$ cat config.mk
export PLATFORM = sky130hd
export DESIGN_NAME = timer_slot_arbiter
export DESIGN_NICKNAME = d
export VERILOG_FILES = /design/src/rtl/timer_slot_arbiter.sv
export SDC_FILE = /design/constraint.sdc
export NUM_CORES = 1
export LEC_CHECK = 0
export ABC_AREA = 1
export BUFFER_PORTS_ARGS = -buffer_cell sky130_fd_sc_hd__buf_4
export CAP_MARGIN = 20
export CORE_MARGIN = 2
export CORE_UTILIZATION = 26
export CTS_CLUSTER_SIZE = 16
export DETAILED_ROUTE_END_ITERATION = 12
export PLACE_DENSITY = 0.45
export REMOVE_ABC_BUFFERS = 1
export SETUP_SLACK_MARGIN = 0.2
export SYNTH_ARGS = -nofsm -noshare
export SYNTH_HDL_FRONTEND = slang
export SYNTH_SLANG_ARGS = --single-unit
export TNS_END_PERCENT = 50
$ cat constraint.sdc
create_clock -name clk -period 5.4 [get_ports clk]
set_clock_uncertainty 0.1 [all_clocks]
set_input_delay 0.27 -clock clk [delete_from_list [all_inputs] [get_ports clk]]
set_output_delay 0.27 -clock clk [all_outputs]
set_load 0.05 [all_outputs]
$ cat src/rtl/timer_slot_arbiter.sv
// timer_slot_arbiter: shares one CW-bit up-counter among NREQ requesters.
// Round-robin grant, latch the winner's interval, count 0..limit, pulse done.
module timer_slot_arbiter #(
    parameter int NREQ = 4,
    parameter int CW   = 8
) (
    input  logic                 clk,
    input  logic                 rst,
    input  logic [NREQ-1:0]      req,
    input  logic [NREQ*CW-1:0]   len,
    output logic [NREQ-1:0]      gnt,
    output logic [CW-1:0]        cnt,
    output logic [NREQ-1:0]      done,
    output logic                 busy
);

    localparam int PW = (NREQ > 1) ? $clog2(NREQ) : 1;

    typedef enum logic [1:0] {
        IDLE,
        RUN,
        DONE
    } state_t;

    state_t          state, state_nxt;
    logic [PW-1:0]   ptr, ptr_nxt;
    logic [PW-1:0]   owner, owner_nxt;
    logic [CW-1:0]   limit, limit_nxt;
    logic [CW-1:0]   cnt_nxt;
    logic [NREQ-1:0] gnt_nxt, done_nxt;
    logic            busy_nxt;

    logic            found;
    logic [PW-1:0]   win;
    int unsigned     idx;

    // Round-robin search: first requesting index starting at ptr+1, wrapping modulo NREQ
    always_comb begin
        found = 1'b0;
        win   = ptr;
        idx   = 0;
        for (int unsigned k = 1; k <= NREQ; k++) begin
            idx = (32'(ptr) + k) % NREQ;
            if (!found && req[idx]) begin
                found = 1'b1;
                win   = PW'(idx);
            end
        end
    end

    // Next-state and next-output logic; outputs are registered from these values
    always_comb begin
        state_nxt = state;
        ptr_nxt   = ptr;
        owner_nxt = owner;
        limit_nxt = limit;
        cnt_nxt   = cnt;
        gnt_nxt   = gnt;
        done_nxt  = '0;
        busy_nxt  = busy;
        case (state)
            IDLE: begin
                gnt_nxt  = '0;
                cnt_nxt  = '0;
                busy_nxt = 1'b0;
                if (found) begin
                    state_nxt     = RUN;
                    owner_nxt     = win;
                    ptr_nxt       = win;
                    limit_nxt     = len[win*CW +: CW];
                    gnt_nxt[win]  = 1'b1;
                    busy_nxt      = 1'b1;
                end
            end
            RUN: begin
                // Abort is checked first so it wins over completion in the same cycle
                if (!req[owner]) begin
                    state_nxt = IDLE;
                    gnt_nxt   = '0;
                    cnt_nxt   = '0;
                    busy_nxt  = 1'b0;
                end else if (cnt == limit) begin
                    state_nxt       = DONE;
                    gnt_nxt         = '0;
                    done_nxt[owner] = 1'b1;
                    busy_nxt        = 1'b1;
                end else begin
                    cnt_nxt = cnt + CW'(1);
                end
            end
            DONE: begin
                state_nxt = IDLE;
                gnt_nxt   = '0;
                cnt_nxt   = '0;
                busy_nxt  = 1'b0;
            end
            default: begin
                state_nxt = IDLE;
                gnt_nxt   = '0;
                cnt_nxt   = '0;
                busy_nxt  = 1'b0;
            end
        endcase
    end

    // State and registered outputs, asynchronous active-low reset
    always_ff @(posedge clk or negedge rst) begin
        if (!rst) begin
            state <= IDLE;
            ptr   <= PW'(NREQ - 1);
            owner <= '0;
            limit <= '0;
            cnt   <= '0;
            gnt   <= '0;
            done  <= '0;
            busy  <= 1'b0;
        end else begin
            state <= state_nxt;
            ptr   <= ptr_nxt;
            owner <= owner_nxt;
            limit <= limit_nxt;
            cnt   <= cnt_nxt;
            gnt   <= gnt_nxt;
            done  <= done_nxt;
            busy  <= busy_nxt;
        end
    end

endmodule

---- Yosys cells after proc, flatten, opt, wreduce, memory -nomap -nowiden ----
Cells that the tools add are included.
word-level totals
  output and inout port bits .............. 17
  bits in registers ....................... 31
  input port bits ......................... 38
cells by class
  mux-type cells .......................... 40
  reductions and logical operators ........ 11
  magnitude comparators ................... 8
  shift operators ......................... 1
  equal/unequal tests ..................... 5
  $add $sub $neg .......................... 5
operators by type and width
  kind                                                                count
  variable part select 32 x 6 -> 8 bit                                1
  two-way mux 4 bit                                                   6
  two-way mux 8 bit                                                   3
  less-than comparator 2 x 3 -> 1 bit (second input constant)         6
  two-way mux 1 bit                                                   14
  two-way mux 2 bit                                                   7
  binary-select mux 1 bit (select 2 bit)                              5
  adder 8 x 1 -> 8 bit (second input constant)                        1
  equality test 8 bit                                                 1
  case mux 4 bit (2 select lines)                                     1
  != test 3 bit (second input constant)                               2
  logical AND 1 bit                                                   5
  adder 2 x 1 -> 2 bit (second input constant)                        2
  adder 2 bit (second input constant)                                 2
  demux 1 bit (select 2 bit)                                          2
  greater-or-equal comparator 2 x 1 -> 1 bit (second input constant)  2
  case mux 2 bit (2 select lines)                                     1
  AND reduction 2 bit                                                 2
  logical NOT 1 bit                                                   3
  equality test 2 x 1 -> 1 bit (second input constant)                1
  logical NOT 2 bit                                                   1
  != test 2 bit (second input constant)                               1
  case mux 1 bit (2 select lines)                                     1

---- Depth between registers and ports, before layout ----
  depth in word-level cells ............... 19
  mapped depth ............................ 14
  gate-level depth less buffers ........... 12

---- Least setup slack after synthesis ----
No wires, ideal clock.
  path kind ............................... register to register
  from .................................... reg cnt[0]
  to ...................................... reg busy
  data arrival time ....................... 1.773 ns
  setup time .............................. 0.131 ns
  setup slack ............................. 3.396 ns
  cell stages (with the launch flop) ...... 11
  path through ............................ dfrtp_1 > inv_1 > or2_2 > nand3_1 > nor2_1 > nand3_1 > inv_1 > nor2_4 > inv_1 > nor2_1 > a21oi_1
between the ends
  longest elaborated chain between the ends .. 2
ends and longest elaborated chain
  element                         line  source
  start: declaration              12    output logic [CW-1:0] cnt,
  start signal: assignment        122   cnt <= cnt_nxt;
  equality test 8 bit             82    end else if (cnt == limit) begin
  != test 3 bit (no source line)  n/a
  end signal: assignment          125   busy <= busy_nxt;
  end: declaration                14    output logic busy
No other way between the ends.
A chain may end at the register's enable or synchronous reset.

---- Final worst setup path ----
  from .................................... reg ptr[0]
  to ...................................... reg owner[0]
between the ends
  longest elaborated chain between the ends .. 14
ends and longest elaborated chain
  element                                  line  source
  start: declaration                       26    logic [PW-1:0] ptr, ptr_nxt;
  start signal: assignment                 110   ptr <= PW'(NREQ - 1);
  start signal: assignment                 119   ptr <= ptr_nxt;
  adder 2 x 1 -> 2 bit                     43    idx = (32'(ptr) + k) % NREQ;
  binary-select mux 1 bit (select 2 bit)   44    if (!found && req[idx]) begin
  two-way mux 1 bit (implied by the code)  44
  two-way mux 1 bit                        44
  logical NOT 1 bit                        44
  logical AND 1 bit                        44
  two-way mux 1 bit                        44
  logical NOT 1 bit                        44
  logical AND 1 bit                        44
  two-way mux 1 bit                        44
  logical NOT 1 bit                        44
  logical AND 1 bit                        44
  two-way mux 1 bit                        44
  AND reduction 2 bit (no source line)     n/a
  end signal: assignment                   120   owner <= owner_nxt;
  end: declaration                         27    logic [PW-1:0] owner, owner_nxt;
Parallel ways exist; a longest one is shown, timed or not. The select of a mux whose other input is x is not followed.

==> results_dict.tcl <==
set metrics [dict create \
    status "completed" \
    cts_tree "done" \
    hold_end "limit[0]" \
    cts.repair.resized 0 \
    critPathKind "reg2reg" \
    ys_async_sr_fraction_pct 100 \
    startpoint_type "register" \
    dieArea_sq_um 8670 \
    worstMarginPinSlew_ns 0.408 \
    power_density_nw_per_um2 658 \
    die-height_um 93.1 \
    yosysSeqAreaShare_pct 37.7 \
    synth_area_per_cell_sq_um 7.71 \
    drt_iter0_drc 69 \
    yosys.cell_count.top_type "nand3_1" \
    routed_wl_um 5450 \
    cp_num_cells 11 \
    fmax_mhz 412 \
    drv_slew 0 \
    setup_violations 0 \
    synth_edf_count 0 \
    post-route-period-util_pct 45.0 \
    syn_area_sq_um 2070 \
    hold_path.class "in2reg" \
    gr-total-overflow 0 \
    r2r-start "ptr[0]" \
    syn2layout_area_growth_pct 27.6 \
    antenna_left 0 \
    clock_sinks 31 \
    n_fill_cell 838 \
    synthCells 268 \
    synth_top_area_cell "dfrtp_1" \
    vias 1934 \
    min_from "len[16]" \
    ys_ff_latch 31 \
    crit_fanout 15 \
    place.gp.congestion 0.760 \
    ir_worst_vdd_mv 0.217 \
    drc 0 \
    vias_per_cell 4.56 \
    grt_first_pass_wirelength_um 9440 \
    regToRegSetupSlack_ns 2.97 \
    antenna_found_initial 0 \
    numCtsBuffers 5 \
    firstDrtPassIters 4 \
    n_antenna_cell 0 \
    cts_setup_buffers 0 \
    grt_use_total_pct 13.5 \
    r2r-end "owner[0]" \
    pre_cts_ws_ns 2.94 \
    crit_path_end_kind "register" \
    period_needed_ns 2.43 \
    hold_viol 0 \
    dp_hpwl_um 4150 \
    ios 55 \
    initial_core_util_pct 26.7 \
    ys.flop_type "dfrtp_1" \
    synth_commonest_cells "nand3_1 (72), nand2_1 (61), dfrtp_1 (29)" \
    cp_slowest_cell "dfstp_2" \
    critPathMaxStageDelay_ns 0.68 \
    fin_ws_ns 2.97 \
    clkTransAtPathRegs_ns 0.07 \
    slew_headroom_pct 72.8 \
    rsz0062_at_grt "false" \
    cap_violations 0 \
    avgRoutedWirePerCell_um 12.8 \
    drive_gt1_share_pct 28.0 \
    synth_cell_types 31 \
    crit_arrival_ns 2.49 \
    critPathRequiredTime_ns 5.47 \
    grt_max_degree 32 \
    clockRootBuffer "clkbuf_8" \
    reg2reg_depth 11 \
    num_rows 32 \
    worstPathCellList "inv_2 > nand2_1 > nand2_2 > nand2_2 > nand2_4 > nor2_8 > nand4_1 > nand2_1 > inv_2 > nand3_2 > o21ai_1" \
    clock_path_buffers 2 \
    synth.top_cell.area_share_pct 35.1 \
    whs_path_depth 5 \
    synth.area.top_cells "dfrtp_1 (35%), nand3_1 (17%), nand2_1 (11%), buf_6 (3.8%), xor2_1 (3.0%)" \
    die_w_um 93.1 \
    leakagePower_nw 1.31 \
    worst-path-buf-inv 2 \
    core_area_sq_um 7730 \
    num-nets-final 360 \
    clk_latency_ns 0.28 \
    h-tree-depth 2 \
    final_core_util_pct 34.1 \
    io_buffers 54 \
    path_delay_family "simple AND/OR/NAND/NOR gates" \
    yosysWarningCount 0 \
    grt_pass1_vias 1947 \
    fin_setup_tns_ns 0 \
]
## registers in the layout (all words and copies together), names as in the netlist
signal / cells
limit: 8
state: 2
owner: 2
done: 4
ptr: 2
gnt: 4
cnt: 8
busy: 1
## worst max-delay path by stage
stage	to	slack, ns	start
after floorplan	gnt[0]	3.34	ptr[0]
after global placement	ptr[1]	2.99	ptr[0]
after detailed placement	owner[0]	2.94	ptr[0]
after CTS	owner[0]	2.92	ptr[0]
after global routing	limit[5]	2.67	ptr[0]
final	owner[0]	2.97	ptr[0]
## metal layers
metal / global-route usage, % / wire, um
met1: 19.6 / 2680
met2: 20.5 / 2430
met3: 2.82 / 293
met4: 2.94 / 41
met5: 0 / 0
## final cells by class
cell class                 instances  area (sq um)  share of cell area [%]
clock inverter                     2          35.0                    1.33
timing repair buffer              55           415                    15.8
tap                              102           128                    4.84
clock buffer                       6          82.6                    3.13
sequential                        31           778                    29.5
multi-input combinational        208          1120                    42.5
inverter                          20          76.3                    2.90
## tightest hold or removal path, cell delays in order
cell     delay, ns
buf_4         0.08
nand3_1       0.06
nand3_1       0.08
nand3_1       0.07
nand2_1       0.06
## timing repair
item                                    CTS  global route
hold buffers                              1             0
hold endpoints to repair                 29             0
endpoints found under the setup margin    0             0
## through the flow
step	cell area, sq um	hold slack, ns	cells	total power [mW]
global placement	2510	0.134	415	1.52
finish	2640	0.271	424	1.73
CTS	2640	0.259	424	1.76
detailed placement	2510	0.132	415	1.52
global route	2640	0.286	424	1.93
floorplan	1970	-0.126	259	1.22
## layout by cell type (no fill, tap or decap), types with 4 or more instances in the layout
master     n
a21oi_1    5
buf_4     54
clkbuf_8   6
dfrtp_1   29
inv_1     16
nand2_1   61
nand2_2    7
nand2_4    5
nand3_1   72
nor2_1    13
nor3_1     4
o21ai_0    7
o21ai_1    8
xor2_1     7
## kinds of logic (layout without fill, tap and decap cells)
group	Yosys count	after routing	share of synthesized area [%]
and+or+nand+nor	174	174	43.5
DFF	31	31	37.7
buffers and inverters	29	83	8.12
AOI/OAI and AO/OA	23	23	5.88
xor gates and xnor gates	10	10	4.24
adders and majority gates	1	1	0.606
## report_power, final
group	internal, mW	total (mW)	switching, mW
Sequential	0.315	0.388	0.0725
Combinational	0.350	1.11	0.762
Clock	0.149	0.235	0.0858
Total	0.815	1.73	0.920
Power figures use the tool's default switching activity.
